`config.mk`:
```
export PLATFORM = sky130hd
export DESIGN_NAME = game_controller_flat
export DESIGN_NICKNAME = d
export VERILOG_FILES = /design/src/rtl/game_controller_if.sv /design/src/rtl/game_controller.sv /design/src/flat_wrapper.sv
export SDC_FILE = /design/constraint.sdc
export NUM_CORES = 1
export LEC_CHECK = 0
export CAP_MARGIN = 20
export CORE_ASPECT_RATIO = 1.4
export CORE_MARGIN = 3
export CORE_UTILIZATION = 41
export DETAILED_ROUTE_END_ITERATION = 6
export SYNTH_ARGS = -nofsm -noshare
export SYNTH_HDL_FRONTEND = slang
export SYNTH_SLANG_ARGS = --single-unit
```
`constraint.sdc`:
```
create_clock -name clk -period 5.66 [get_ports clk]
set_clock_uncertainty 0.15 [all_clocks]
set_input_delay 1.698 -clock clk [delete_from_list [all_inputs] [get_ports clk]]
set_output_delay 1.698 -clock clk [all_outputs]
set_load 0.005 [all_outputs]
```
`src/rtl/game_controller_if.sv`:
```
// Action handshake between the two player blocks and the game controller:
// offered actions with valid/ready, plus the registered actions and their apply strobe.
interface game_controller_if;
    logic       act1_valid;
    logic       act2_valid;
    logic [2:0] act1_in;
    logic [2:0] act2_in;
    logic       act1_ready;
    logic       act2_ready;
    logic [2:0] action1;
    logic [2:0] action2;
    logic       actionEnable;

    modport master (
        output act1_valid, act2_valid, act1_in, act2_in,
        input  act1_ready, act2_ready, action1, action2, actionEnable
    );

    modport slave (
        input  act1_valid, act2_valid, act1_in, act2_in,
        output act1_ready, act2_ready, action1, action2, actionEnable
    );
endinterface

```
`src/rtl/game_controller.sv`:
```
// Two-player turn controller: collects one action per player (forcing "await" on timeout),
// applies both together, then judges health to continue, declare a winner or end on turn limit.
module game_controller #(
    parameter int TIMEOUT   = 100,
    parameter int MAX_TURNS = 99
) (
    input  logic               clk,
    input  logic               reset,
    input  logic               start,
    input  logic [1:0]         health1,
    input  logic [1:0]         health2,
    game_controller_if.slave   bus,
    output logic               player_reset,
    output logic               isGameOver,
    output logic [1:0]         winner,
    output logic [7:0]         turn_count,
    output logic               timed_out
);
    typedef enum logic [2:0] {IDLE, INIT, COLLECT, APPLY, CHECK, OVER} state_t;

    localparam logic [2:0]  AWAIT      = 3'b010;
    localparam logic [15:0] TIMER_LAST = 16'(TIMEOUT - 1);
    localparam logic [8:0]  TURN_LIMIT = 9'(MAX_TURNS);

    state_t      state_q, state_d;
    logic [15:0] timer_q, timer_d;
    logic        latched1_q, latched1_d;
    logic        latched2_q, latched2_d;
    logic [2:0]  action1_q, action1_d;
    logic [2:0]  action2_q, action2_d;
    logic [1:0]  winner_q, winner_d;
    logic [7:0]  turn_q, turn_d;
    logic        timed_out_q, timed_out_d;
    logic [8:0]  turn_next;

    always_ff @(posedge clk or posedge reset) begin
        if (reset) begin
            state_q     <= IDLE;
            timer_q     <= '0;
            latched1_q  <= 1'b0;
            latched2_q  <= 1'b0;
            action1_q   <= AWAIT;
            action2_q   <= AWAIT;
            winner_q    <= 2'b00;
            turn_q      <= '0;
            timed_out_q <= 1'b0;
        end else begin
            state_q     <= state_d;
            timer_q     <= timer_d;
            latched1_q  <= latched1_d;
            latched2_q  <= latched2_d;
            action1_q   <= action1_d;
            action2_q   <= action2_d;
            winner_q    <= winner_d;
            turn_q      <= turn_d;
            timed_out_q <= timed_out_d;
        end
    end

    always_comb begin
        state_d     = state_q;
        timer_d     = timer_q;
        latched1_d  = latched1_q;
        latched2_d  = latched2_q;
        action1_d   = action1_q;
        action2_d   = action2_q;
        winner_d    = winner_q;
        turn_d      = turn_q;
        timed_out_d = timed_out_q;
        turn_next   = {1'b0, turn_q} + 9'd1;

        case (state_q)
            IDLE, OVER: begin
                // Results are cleared on the way into INIT so they read zero during it.
                if (start) begin
                    state_d     = INIT;
                    winner_d    = 2'b00;
                    turn_d      = '0;
                    timer_d     = '0;
                    latched1_d  = 1'b0;
                    latched2_d  = 1'b0;
                    timed_out_d = 1'b0;
                end
            end
            INIT: state_d = COLLECT;
            COLLECT: begin
                if (bus.act1_valid && !latched1_q) begin
                    action1_d  = bus.act1_in;
                    latched1_d = 1'b1;
                end
                if (bus.act2_valid && !latched2_q) begin
                    action2_d  = bus.act2_in;
                    latched2_d = 1'b1;
                end
                timer_d = timer_q + 16'd1;
                // A valid arriving on the last timer cycle is already in latchedN_d, so it beats the forced await.
                if (latched1_d && latched2_d) begin
                    state_d = APPLY;
                end else if (timer_q == TIMER_LAST) begin
                    if (!latched1_d) action1_d = AWAIT;
                    if (!latched2_d) action2_d = AWAIT;
                    latched1_d  = 1'b1;
                    latched2_d  = 1'b1;
                    timed_out_d = 1'b1;
                    state_d     = APPLY;
                end
            end
            APPLY: state_d = CHECK;
            CHECK: begin
                turn_d = (turn_q == 8'hFF) ? turn_q : turn_next[7:0];
                if (health1 == 2'b00 && health2 == 2'b00) begin
                    winner_d = 2'b11;
                    state_d  = OVER;
                end else if (health1 == 2'b00) begin
                    winner_d = 2'b10;
                    state_d  = OVER;
                end else if (health2 == 2'b00) begin
                    winner_d = 2'b01;
                    state_d  = OVER;
                end else if (turn_next == TURN_LIMIT) begin
                    winner_d = (health1 > health2) ? 2'b01 :
                               (health1 < health2) ? 2'b10 : 2'b11;
                    state_d  = OVER;
                end else begin
                    latched1_d  = 1'b0;
                    latched2_d  = 1'b0;
                    timer_d     = '0;
                    timed_out_d = 1'b0;
                    state_d     = COLLECT;
                end
            end
            default: state_d = IDLE;
        endcase
    end

    assign bus.act1_ready   = (state_q == COLLECT) && !latched1_q;
    assign bus.act2_ready   = (state_q == COLLECT) && !latched2_q;
    assign bus.action1      = action1_q;
    assign bus.action2      = action2_q;
    assign bus.actionEnable = (state_q == APPLY);
    assign player_reset     = (state_q == INIT);
    assign isGameOver       = (state_q == OVER);
    assign winner           = winner_q;
    assign turn_count       = turn_q;
    assign timed_out        = timed_out_q;
endmodule
```
`src/flat_wrapper.sv`:
```
// flat-port wrapper written by rule: the top's interface ports become plain ports
module game_controller_flat 
#(
    parameter int TIMEOUT   = 100,
    parameter int MAX_TURNS = 99
)
  (clk, reset, start, health1, health2, player_reset, isGameOver, winner, turn_count, timed_out, bus_act1_valid, bus_act2_valid, bus_act1_in, bus_act2_in, bus_act1_ready, bus_act2_ready, bus_action1, bus_action2, bus_actionEnable);
  game_controller_if bus_i ();
  input  logic clk;
  input  logic reset;
  input  logic start;
  input  logic [1:0] health1;
  input  logic [1:0] health2;
  output logic player_reset;
  output logic isGameOver;
  output logic [1:0] winner;
  output logic [7:0] turn_count;
  output logic timed_out;
  input wire logic [$bits(bus_i.act1_valid)-1:0] bus_act1_valid;
  input wire logic [$bits(bus_i.act2_valid)-1:0] bus_act2_valid;
  input wire logic [$bits(bus_i.act1_in)-1:0] bus_act1_in;
  input wire logic [$bits(bus_i.act2_in)-1:0] bus_act2_in;
  output wire logic [$bits(bus_i.act1_ready)-1:0] bus_act1_ready;
  output wire logic [$bits(bus_i.act2_ready)-1:0] bus_act2_ready;
  output wire logic [$bits(bus_i.action1)-1:0] bus_action1;
  output wire logic [$bits(bus_i.action2)-1:0] bus_action2;
  output wire logic [$bits(bus_i.actionEnable)-1:0] bus_actionEnable;
  assign bus_i.act1_valid = bus_act1_valid;
  assign bus_i.act2_valid = bus_act2_valid;
  assign bus_i.act1_in = bus_act1_in;
  assign bus_i.act2_in = bus_act2_in;
  assign bus_act1_ready = bus_i.act1_ready;
  assign bus_act2_ready = bus_i.act2_ready;
  assign bus_action1 = bus_i.action1;
  assign bus_action2 = bus_i.action2;
  assign bus_actionEnable = bus_i.actionEnable;
  game_controller #(.TIMEOUT(TIMEOUT), .MAX_TURNS(MAX_TURNS)) u_core (.clk(clk), .reset(reset), .start(start), .health1(health1), .health2(health2), .bus(bus_i), .player_reset(player_reset), .isGameOver(isGameOver), .winner(winner), .turn_count(turn_count), .timed_out(timed_out));
endmodule
```
## Yosys cells after proc, flatten, opt, wreduce, memory -nomap -nowiden

Cells that the tools add are included.

- Flip-flop bits (word level): 38
- Input bits: 15
- Output and inout bits: 22

- Add/sub/neg operators: 2
- Magnitude comparators: 2
- Eq/ne operators: 18
- Multiplexer cells: 51
- Reduce and logical (&&, ||, !) cells: 19

Operator list:

| operator | number |
|---|---|
| $mux W16 | 5 |
| $pmux W16 S3 | 1 |
| $mux W3 | 15 |
| $add A16 B1 Y16 const B | 1 |
| $eq A16 B7 Y1 const B | 1 |
| $mux W1 | 16 |
| $mux W8 | 2 |
| $pmux W8 S2 | 1 |
| $pmux W3 S5 | 1 |
| $ne A2 B2 Y1 const B | 7 |
| $mux W2 | 6 |
| $add A8 B1 Y9 const B | 1 |
| $eq A9 B7 Y1 const B | 1 |
| $pmux W1 S3 | 3 |
| $eq A8 B8 Y1 const B | 1 |
| $reduce_and A8 Y1 | 1 |
| $eq A3 B2 Y1 const B | 2 |
| $eq A3 B3 Y1 const B | 2 |
| $logic_and A1 B1 Y1 | 6 |
| $reduce_and A3 Y1 | 2 |
| $reduce_and A6 Y1 | 1 |
| $ne A5 B1 Y1 const B | 1 |
| $logic_not A2 Y1 | 2 |
| $pmux W2 S2 | 1 |
| other kinds (11) | 12 |

## Logic depth before layout (Yosys ltp)

Gate-level depths: netlist of the first run.

- Depth in word-level cells: 8
- Mapped depth: 9
- Gate-level depth less buffers: 7

## Worst setup path after synthesis of the first run

Ideal clock, no wire load.

- Kind: input-to-reg
- From: in health2[1]
- To: reg u_core.timer_q[8]
- Setup time: 124 ps
- Arrival time: 2846 ps
- Data required time: 5386 ps
- Setup slack: 2540 ps
- Stages on the path: 5
- Buffers on the path: 0
- Path through: o22ai_1 -> o21a_1 -> o21ai_0 -> nand2_2 -> a211o_1

- Word-level cells in the longest chain between the ends: 4
- Elaborated cells on any way between the ends: 5

Ends and longest elaborated chain:

| element | RTL line | text |
|---|---|---|
| from (decl) | flat_wrapper.sv:13 | `input logic [1:0] health2;` |
| $logic_not A2 Y1 * | game_controller.sv:111, game_controller.sv:117 |  |
| $logic_and A1 B1 Y1 | game_controller.sv:111 | `if (health1 == 2'b00 && health2 == 2'b00) begin` |
| $ne A2 B2 Y1 (no source line) | -- |  |
| $reduce_and A6 Y1 (no source line) * | -- |  |
| to (signal assigned) | game_controller.sv:49 | `timer_q <= timer_d;` |
| to (decl) | game_controller.sv:26 | `logic [15:0] timer_q, timer_d;` |

Every way passes the cells marked *; elsewhere a longest branch is shown, timed or not.
A chain may end at the register's enable or synchronous reset.

## Worst setup path after layout of the first run

- From: reg u_core.state_q[1]
- To: out bus_act1_ready

- Word-level cells in the longest chain between the ends: 2

Ends and longest elaborated chain:

| element | RTL line | text |
|---|---|---|
| from (decl) | game_controller.sv:25 | `state_t state_q, state_d;` |
| from (signal assigned) | game_controller.sv:48 | `state_q <= state_d;` |
| $eq A3 B2 Y1 | game_controller.sv:136 | `assign bus.act1_ready = (state_q == COLLECT) && !latched1_q;` |
| $logic_and A1 B1 Y1 | game_controller.sv:136 |  |
| to (decl) | flat_wrapper.sv:23 | `output wire logic [$bits(bus_i.act1_ready)-1:0] bus_act1_ready;` |

No other way between the ends.

==> results by group, run 1 <==
Yosys
  – Prevailing post-synth register cell: dfrtp_1
  – Synth Warn #: 0
  – Area leader, netlist: dfrtp_1
  – Synth Net Count: 275
  – Cell count after synthesis: 255
  – Flops & latches, synth: 38
  – EDFF count, synth: 0
  – FFs w/ async S/R, synth: 1.00
  – Synth cell count leaders: 36 x dfrtp_1, 31 x nor2_1, 24 x o21ai_0
  – Most frequent cell after synthesis: dfrtp_1
  – Synth top area cells: dfrtp_1 40%, o21ai_0 5.4%, nor2_1 5.2%, a21oi_1 4.0%, nand2_1 3.4%
  – Register area share after synthesis: 0.428
  – Mean Syn Cell Area: 8.74 µm²
  – Count of cell types in the netlist: 50
  – Netlist Area Pre-Place: 2230 µm²
  – Post-synth top area share: 0.404

CTS
  – Post-CTS Hold Buffers: 0
  – CTS clk-pin slew, worst paths: 0.09 ns
  – CTS Buf Count: 5
  – Sink Count: 38
  – Clock tree buffer depth: 2
  – H-Tree Depth: 2
  – Root buffer cell: clkbuf_8
  – CTS resizes: 0
  – Post-CTS Setup Bufs: 0
  – Clk_lat worst skew: 0.29 ns
  – CTS tree: done

Drt
  – Drt via density: 5.80
  – Post-route DRC: 0
  – Detail Route Antenna Nets: 0
  – Iteration-0 DRC Markers: 116
  – Final WL: 5490 µm
  – Total number of vias: 2049
  – WL per Instance: 15.6 µm
  – TritonRoute pass-1 iters: 4

Global route
  – Initial antenna violation count: 0
  – Largest net degree at the start of global routing: 26
  – Tot GR Track Use: 0.193
  – Vias in the first global route: 2061
  – First-pass GRT wire length: 9600 µm
  – GRT overflow: 0

Status
  – Status: finished clean

Timing
  – # setup viols final: 0
  – Hold Vio Cnt, Final: 0
  – Slew Viols, Final: 0
  – Worst rel slew slack: 0.339
  – Slew @ Worst Pin: 0.991 ns
  – Final Cycle Share: 0.741
  – Maximum clock rate: 239 MHz
  – Period minus WS final: 4.19 ns
  – Unrepaired setup endpoints after global routing: false
  – Setup_tns: 0 ns

Layout
  – Fin nets: 306
  – Synthesis-to-layout area growth: 22.3%
  – Layout cell share with drive strength beyond 1: 0.0592
  – N_diodes: 0

Floorplanning
  – I/O pins: 37
  – Total core area: 5200 µm²
  – Row count: 31
  – Initial core utilization: 0.429
  – Die Width: 68.3 µm
  – Die ar.: 6370 µm²
  – Die height: 93.2 µm

Critical path
  – Worst path required time: 3.81 ns
  – CP Max Fanout: 18
  – Arrival @ worst endpoint: 2.34 ns
  – Endpoint class of the critical path: output pin
  – Setup crit start kind: register
  – Critical path class: reg2out

Hold path
  – Hold WC Path Type: reg2reg

Run
  – Max cap viols: 0

Power and ir drop
  – LEAKAGE: 1.12 nW
  – Cell area power density: 415 nW/µm²
  – Worst IR Drop VDD: 0.218 mV
  – Power Total: 1.13 mW

Placement
  – HPWL after DPL: 3880 µm
  – Port bufs: 36
  – GP Congestion: 0.833
## per-stage QoR
step | cell area (µm²) | utilization | setup slack [ns] | hold WS (ns) | cells
floorplan | 2230 | - | 2.54 | 0.299 | 255
global route | 2730 | 0.524 | 1.26 | 0.339 | 353
CTS | 2730 | 0.524 | 1.46 | 0.312 | 353
finish | 2730 | 0.524 | 1.47 | 0.309 | 353
global placement | 2620 | 0.503 | 1.67 | 0.299 | 345
detailed placement | 2620 | 0.503 | 1.66 | 0.299 | 345
## cell families after synthesis
family                   Yosys count  share of synthesized area
XOR/XNOR                           2                    0.00786
AO/OA/AOI/OAI                     88                      0.265
multiplexers                       2                    0.00898
flip-flops                        38                      0.428
buffers and inverters             23                     0.0449
AND/OR/NAND/NOR                   97                      0.217
adder cells (fa/ha/maj)            5                     0.0281
## cells in the final DEF, fill, tap and decap left out, drive strengths merged, types with 3 or more instances in the layout
cell type / netlist / layout
a2bb2oi: 3 / 3
nand3: 10 / 10
and3: 5 / 5
a22o: 3 / 3
a32o: 6 / 6
o22ai: 5 / 5
ha: 5 / 5
clkbuf: 8 / 5
nand4: 4 / 4
and2: 4 / 4
dfrtp: 36 / 36
nor2: 31 / 31
clkdlybuf4s50: 0 / 36
nor3: 6 / 6
a21oi: 18 / 18
inv: 10 / 10
a41oi: 5 / 5
o31ai: 7 / 7
a31oi: 6 / 6
nand2: 21 / 21
nand2b: 4 / 4
o21ai: 25 / 25
## flip-flops by register name, summed over array words and instances (netlist names)
| name | cells |
|---|---|
| u_core.timed_out | 1 |
| u_core.latched2_q | 1 |
| u_core.state_q | 3 |
| u_core.latched1_q | 1 |
| u_core.timer_q | 16 |
| u_core.bus.action1 | 3 |
| u_core.winner | 2 |
| u_core.turn_count | 8 |
| u_core.bus.action2 | 3 |
## layer usage
layer,vias up,global-route usage,part of all wire
met3,7,0.0325,0.026
li1,1010,-,-
met4,0,0.0597,0.012
met5,-,0,0
met1,993,0.248,0.44
met2,39,0.324,0.52
## worst paths after layout
| kind | startpoint | to | slack, ns | depth (start not counted) |
|---|---|---|---|---|
| min | u_core.bus.action2[1] | u_core.bus.action2[1] | 0.31 | 2 |
| max reg2reg | u_core.turn_count[0] | u_core.timer_q[8] | 3.22 | 7 |
| min reg2reg | u_core.bus.action2[1] | u_core.bus.action2[1] | 0.31 | 2 |
| min in group asynchronous | reset | u_core.bus.action2[2] | 1.78 | 2 |
| max in group asynchronous | reset | u_core.bus.action1[1] | 2.74 | 3 |
| max | u_core.state_q[1] | bus_act1_ready | 1.47 | 4 |
## area by class of cell
class                   instances  area [µm²]
multi-input cells             194        1170
clock buffers                   5        68.8
repair buffers                 37         368
clock inverters                 3        40.0
well taps                      66        82.6
flip-flops and latches         38         953
fillers                       517        2470
inverters                      10        37.5
## report_power, final
| group | switching, mW | internal (mW) |
|---|---|---|
| sequential | 0.0954 | 0.356 |
| clock | 0.104 | 0.130 |
| combinational | 0.244 | 0.203 |
| total | 0.443 | 0.689 |
## critical path, cell delays in order, from the launching register on
cell	delay (ns)
dfrtp_1	0.42
nor2b_1	0.24
nand2_1	0.40
nor2_1	0.42
clkdlybuf4s50_1	0.57
No activity file was read; power rests on OpenSTA's default activity.
==> run 2: changes to the inputs <==
==> constraint.sdc (replaced) <==
create_clock -name clk -period 4.25 [get_ports clk]
set_clock_uncertainty 0.15 [all_clocks]
set_input_delay 1.275 -clock clk [delete_from_list [all_inputs] [get_ports clk]]
set_output_delay 1.275 -clock clk [all_outputs]
set_load 0.005 [all_outputs]
==> results by group, run 2 (synthesized netlist as in run 1, its figures left out) <==
Status
  – Status: finished clean

Power and ir drop
  – Cell area power density: 573 nW/µm²
  – Int Pwr: 0.996 mW
  – LEAKAGE: 1.15 nW
  – Worst IR Drop VDD: 0.300 mV
  – Clock power frac: 0.237
  – Switching power: 0.596 mW
  – Sw Ratio: 0.374
  – Combinational fraction of design power: 0.386
  – Sequential Power Share: 0.377

Hold path
  – HP Start: u_core.bus.action2[1]
  – Sink of the worst hold path: u_core.bus.action2[1]
  – Hold Path Stages: 2
  – Hold WC Path Type: reg2reg

CTS
  – Post-CTS Setup Bufs: 0
  – CTS Buf Count: 5
  – Clock tree buffer depth: 2
  – CTS clk-pin slew, worst paths: 0.08 ns
  – Root buffer cell: clkbuf_8
  – Clk_lat worst skew: 0.30 ns
  – H-Tree Depth: 2
  – Sink Count: 38
  – Post-CTS Hold Buffers: 0
  – CTS tree: done
  – CTS resizes: 0

Placement
  – Post-Place Worst Slack: 1.01 ns
  – GP Congestion: 0.806
  – Placed Cells: 348
  – HPWL after DPL: 3980 µm
  – Port bufs: 36

Floorplanning
  – Die height: 93.2 µm
  – Die ar.: 6370 µm²
  – Row count: 31
  – I/O pins: 37
  – Initial core utilization: 0.429
  – Total core area: 5200 µm²
  – Die Width: 68.3 µm

Critical path
  – Critical path class: reg2out
  – R2R setup slack: 1.80 ns
  – Reg2Reg Launch Point: u_core.turn_count[0]
  – Crit path from: u_core.state_q[1]
  – Reg2reg end: u_core.timer_q[8]
  – Setup crit start kind: register
  – R2R cell count: 7
  – Endpoint class of the critical path: output pin
  – CP Max Fanout: 18
  – Arrival @ worst endpoint: 2.09 ns
  – Worst path required time: 2.82 ns

Layout
  – Synthesis-to-layout area growth: 24.6%
  – Fill count: 505
  – Final std cells w/o fill: 356
  – N_diodes: 0
  – Most frequent cells in the layout: 36 x clkdlybuf4s50_1, 36 x dfrtp_1, 31 x nor2_1, 24 x o21ai_0, 20 x nand2_1
  – Post-layout util: 0.534
  – Layout cell share with drive strength beyond 1: 0.0690
  – Register with the most flip-flops: u_core.timer_q
  – Fin nets: 309
  – Number of flip-flops in the largest register: 16

Timing
  – Slew @ Worst Pin: 0.717 ns
  – # setup viols final: 0
  – Worst hold slack: 0.308 ns
  – Slew Viols, Final: 0
  – Worst setup margin: 0.740 ns
  – Final Cycle Share: 0.826
  – Setup_tns: 0 ns
  – Period minus WS final: 3.51 ns
  – Unrepaired setup endpoints after global routing: false
  – Maximum clock rate: 285 MHz
  – Worst rel slew slack: 0.518
  – Hold Vio Cnt, Final: 0

Drt
  – Post-route DRC: 0
  – TritonRoute pass-1 iters: 4
  – Drt via density: 5.79
  – Final WL: 5510 µm
  – Total number of vias: 2062
  – Iteration-0 DRC Markers: 104
  – WL per Instance: 15.5 µm
  – Detail Route Antenna Nets: 0

Global route
  – Tot GR Track Use: 0.187
  – Vias in the first global route: 1987
  – Largest net degree at the start of global routing: 19
  – GRT overflow: 0
  – First-pass GRT wire length: 9230 µm
  – Initial antenna violation count: 0

Run
  – Max cap viols: 0
## run 2: critical path: stages (launching register included)
cell and delay (ns):
dfrtp_1 0.43, nor2b_1 0.24, nand2_1 0.08, buf_4 0.20
nor2_1 0.27, clkdlybuf4s50_1 0.57
## run 2: area by class of cell
cell class | instances | area (µm²) | area share
timing repair buffer | 40 | 390 | 0.141
inverter | 10 | 37.5 | 0.0135
multi-input combinational | 194 | 1170 | 0.423
sequential | 38 | 953 | 0.343
tap | 66 | 82.6 | 0.0297
clock buffer | 5 | 68.8 | 0.0248
clock inverter | 3 | 68.8 | 0.0248
## run 2: worst max-delay path by stage
stage                    endpoint  slack, ns
2_1_floorplan   u_core.timer_q[8]       1.55
3_3_place_gp    u_core.timer_q[8]       1.04
3_5_place_dp   u_core.timer_q[15]       1.01
4_1_cts            bus_act1_ready       0.72
5_1_grt            bus_act1_ready       0.59
6_report           bus_act1_ready       0.74
## run 2: per-layer routing
metal  GRT usage  routed length (µm)  vias to the layer above
met1       0.228                2330                      994
met4      0.0547                  72                        0
met5           0                   0                        -
met2       0.325                2910                       44
li1            -                   -                     1017
met3      0.0337                 195                        7
## run 2: power by group through the flow
stage	Clock, mW	Sequential, mW	Combinational (mW)
6_report	0.377	0.601	0.615
5_1_grt	0.398	0.623	0.689
4_1_cts	0.382	0.600	0.622
3_5_place_dp	0	0.607	0.618
3_3_place_gp	0	0.606	0.613
2_1_floorplan	0	0.571	0.392
## run 2: stage by stage
| step | power (mW) | area (µm²) |
|---|---|---|
| after CTS | 1.60 | 2780 |
| final | 1.59 | 2780 |
| after detailed placement | 1.23 | 2640 |
| after global placement | 1.22 | 2640 |
| after global routing | 1.71 | 2780 |
| after floorplan | 0.964 | 2230 |
==> run 3: changes to the inputs <==
--- a/config.mk
+++ b/config.mk
@@ -10,6 +10,7 @@
 export CORE_MARGIN = 3
 export CORE_UTILIZATION = 41
 export DETAILED_ROUTE_END_ITERATION = 6
+export PLACE_DENSITY = 0.67
 export SYNTH_ARGS = -nofsm -noshare
 export SYNTH_HDL_FRONTEND = slang
 export SYNTH_SLANG_ARGS = --single-unit
==> constraint.sdc (replaced) <==
create_clock -name clk -period 3 [get_ports clk]
set_clock_uncertainty 0.15 [all_clocks]
set_input_delay 0.9 -clock clk [delete_from_list [all_inputs] [get_ports clk]]
set_output_delay 0.9 -clock clk [all_outputs]
set_load 0.005 [all_outputs]
==> results by group, run 3 (synthesized netlist as in run 1, its figures left out) <==
Layout
  – Number of flip-flops in the largest register: 16
  – Register with the most flip-flops: u_core.timer_q
  – N_diodes: 0
  – Fin nets: 311
  – Layout cell share with drive strength beyond 1: 0.0822
  – Most frequent cells in the layout: 36 x clkdlybuf4s50_1, 36 x dfrtp_1, 29 x nor2_1, 24 x o21ai_0, 19 x nand2_1
  – Synthesis-to-layout area growth: 24.5%

CTS
  – Root buffer cell: clkbuf_8
  – Clk_lat worst skew: 0.29 ns
  – CTS clk-pin slew, worst paths: 0.08 ns
  – CTS Buf Count: 5
  – Post-CTS Hold Buffers: 0
  – CTS tree: done
  – Clock tree buffer depth: 2
  – H-Tree Depth: 2
  – Sink Count: 38

Drt
  – Highest metal used: met4
  – TritonRoute pass-1 iters: 4
  – Iteration-0 DRC Markers: 126
  – Post-route DRC: 0
  – Total number of vias: 2073
  – WL per Instance: 14.7 µm
  – Met3 wire length: 214 µm
  – Drt via density: 5.79
  – Detail Route Antenna Nets: 0
  – Metal-1 WL: 2250 µm
  – Met2 wire len: 2710 µm
  – Final WL: 5270 µm

Timing
  – Unrepaired setup endpoints after global routing: false
  – Hold Vio Cnt, Final: 0
  – Slew Viols, Final: 0
  – Final Cycle Share: 0.945
  – Slew @ Worst Pin: 0.635 ns
  – # setup viols final: 0
  – Setup_tns: 0 ns
  – Worst rel slew slack: 0.573
  – Maximum clock rate: 353 MHz
  – Period minus WS final: 2.84 ns

Critical path
  – Arrival @ worst endpoint: 1.79 ns
  – Endpoint class of the critical path: output pin
  – Reg2Reg Launch Point: u_core.turn_count[0]
  – Reg2reg end: u_core.timer_q[8]
  – R2R cell count: 7
  – R2R setup slack: 0.57 ns
  – Worst path required time: 1.95 ns
  – Crit path from: u_core.state_q[1]
  – Critical path class: reg2out
  – Setup crit start kind: register
  – CP Max Fanout: 6

Global route
  – GRT overflow: 0
  – Tot GR Track Use: 0.180
  – Largest net degree at the start of global routing: 39
  – First-pass GRT wire length: 8870 µm
  – Vias in the first global route: 1973
  – Initial antenna violation count: 0

Status
  – Status: finished clean

Hold path
  – HP Start: u_core.bus.action1[1]
  – Hold WC Path Type: reg2reg
  – Sink of the worst hold path: u_core.bus.action1[1]
  – Hold Path Stages: 2

Floorplanning
  – I/O pins: 37
  – Total core area: 5200 µm²
  – Die height: 93.2 µm
  – Die ar.: 6370 µm²
  – Row count: 31
  – Die Width: 68.3 µm
  – Initial core utilization: 0.429

Placement
  – GP Congestion: 0.891
  – HPWL after DPL: 3800 µm
  – Port bufs: 36

Power and ir drop
  – Switching power: 0.834 mW
  – Power Total: 2.19 mW
  – Sw Ratio: 0.382
  – Combinational fraction of design power: 0.415
  – Worst IR Drop VDD: 0.338 mV
  – Sequential Power Share: 0.390
  – Int Pwr: 1.35 mW
  – Cell area power density: 788 nW/µm²
  – LEAKAGE: 1.14 nW
  – Clock power frac: 0.195

Run
  – Max cap viols: 0
==> run 3: power by group through the flow <==
| stage | clock, mW | sequential, mW | combinational (mW) |
|---|---|---|---|
| 2_1_floorplan | 0 | 0.810 | 0.556 |
| 3_3_place_gp | 0 | 0.850 | 0.892 |
| 3_5_place_dp | 0 | 0.853 | 0.900 |
| 4_1_cts | 0.441 | 0.847 | 0.905 |
| 5_1_grt | 0.460 | 0.886 | 1.02 |
| 6_report | 0.425 | 0.852 | 0.908 |
==> run 3: layout make-up <==
class,instances,area (µm²)
well taps,66,82.6
multi-input cells,194,1190
inverters,10,37.5
clock inverters,1,30.0
fillers,499,2420
repair buffers,42,405
clock buffers,7,76.3
flip-flops and latches,38,953
==> run 3: repair_timing <==
| item | 4_1_cts | 5_1_grt |
|---|---|---|
| resized for setup | 2 | 3 |
| pin swaps | 0 | 0 |
| endpoints found under the setup margin | 2 | 2 |
| buffers inserted | 0 | 0 |
| gates cloned | 0 | 0 |
==> run 3: through the flow <==
stage                      util  hold slack, ns  instance area, µm²  cells  worst slack [ns]
after global placement    0.511           0.298                2650    350             0.213
after detailed placement  0.511           0.304                2650    350             0.177
after CTS                 0.532           0.313                2770    358            0.0120
after floorplan               -           0.299                2230    255             0.678
after global routing      0.534           0.337                2780    358            0.0371
final                     0.534           0.311                2780    358             0.164
==> run 3: layer usage <==
layer,GRT usage,up-vias
li1,-,1019
met1,0.227,984
met2,0.293,62
met3,0.0397,8
met4,0.0680,0
met5,0,-
==> run 3: worst max path at each step <==
stage	endpoint	slack, ns
after floorplan	u_core.timer_q[8]	0.68
after global placement	u_core.turn_count[7]	0.21
after detailed placement	u_core.timer_q[12]	0.18
after CTS	bus_act1_ready	0.01
after global routing	player_reset	0.04
final	bus_act2_ready	0.16
==> run 3: critical path: stages (launching register included) <==
cell	delay [ns]
dfrtp_1	0.41
nor2b_2	0.22
nand2_2	0.14
nor2_2	0.19
clkdlybuf4s50_1	0.53
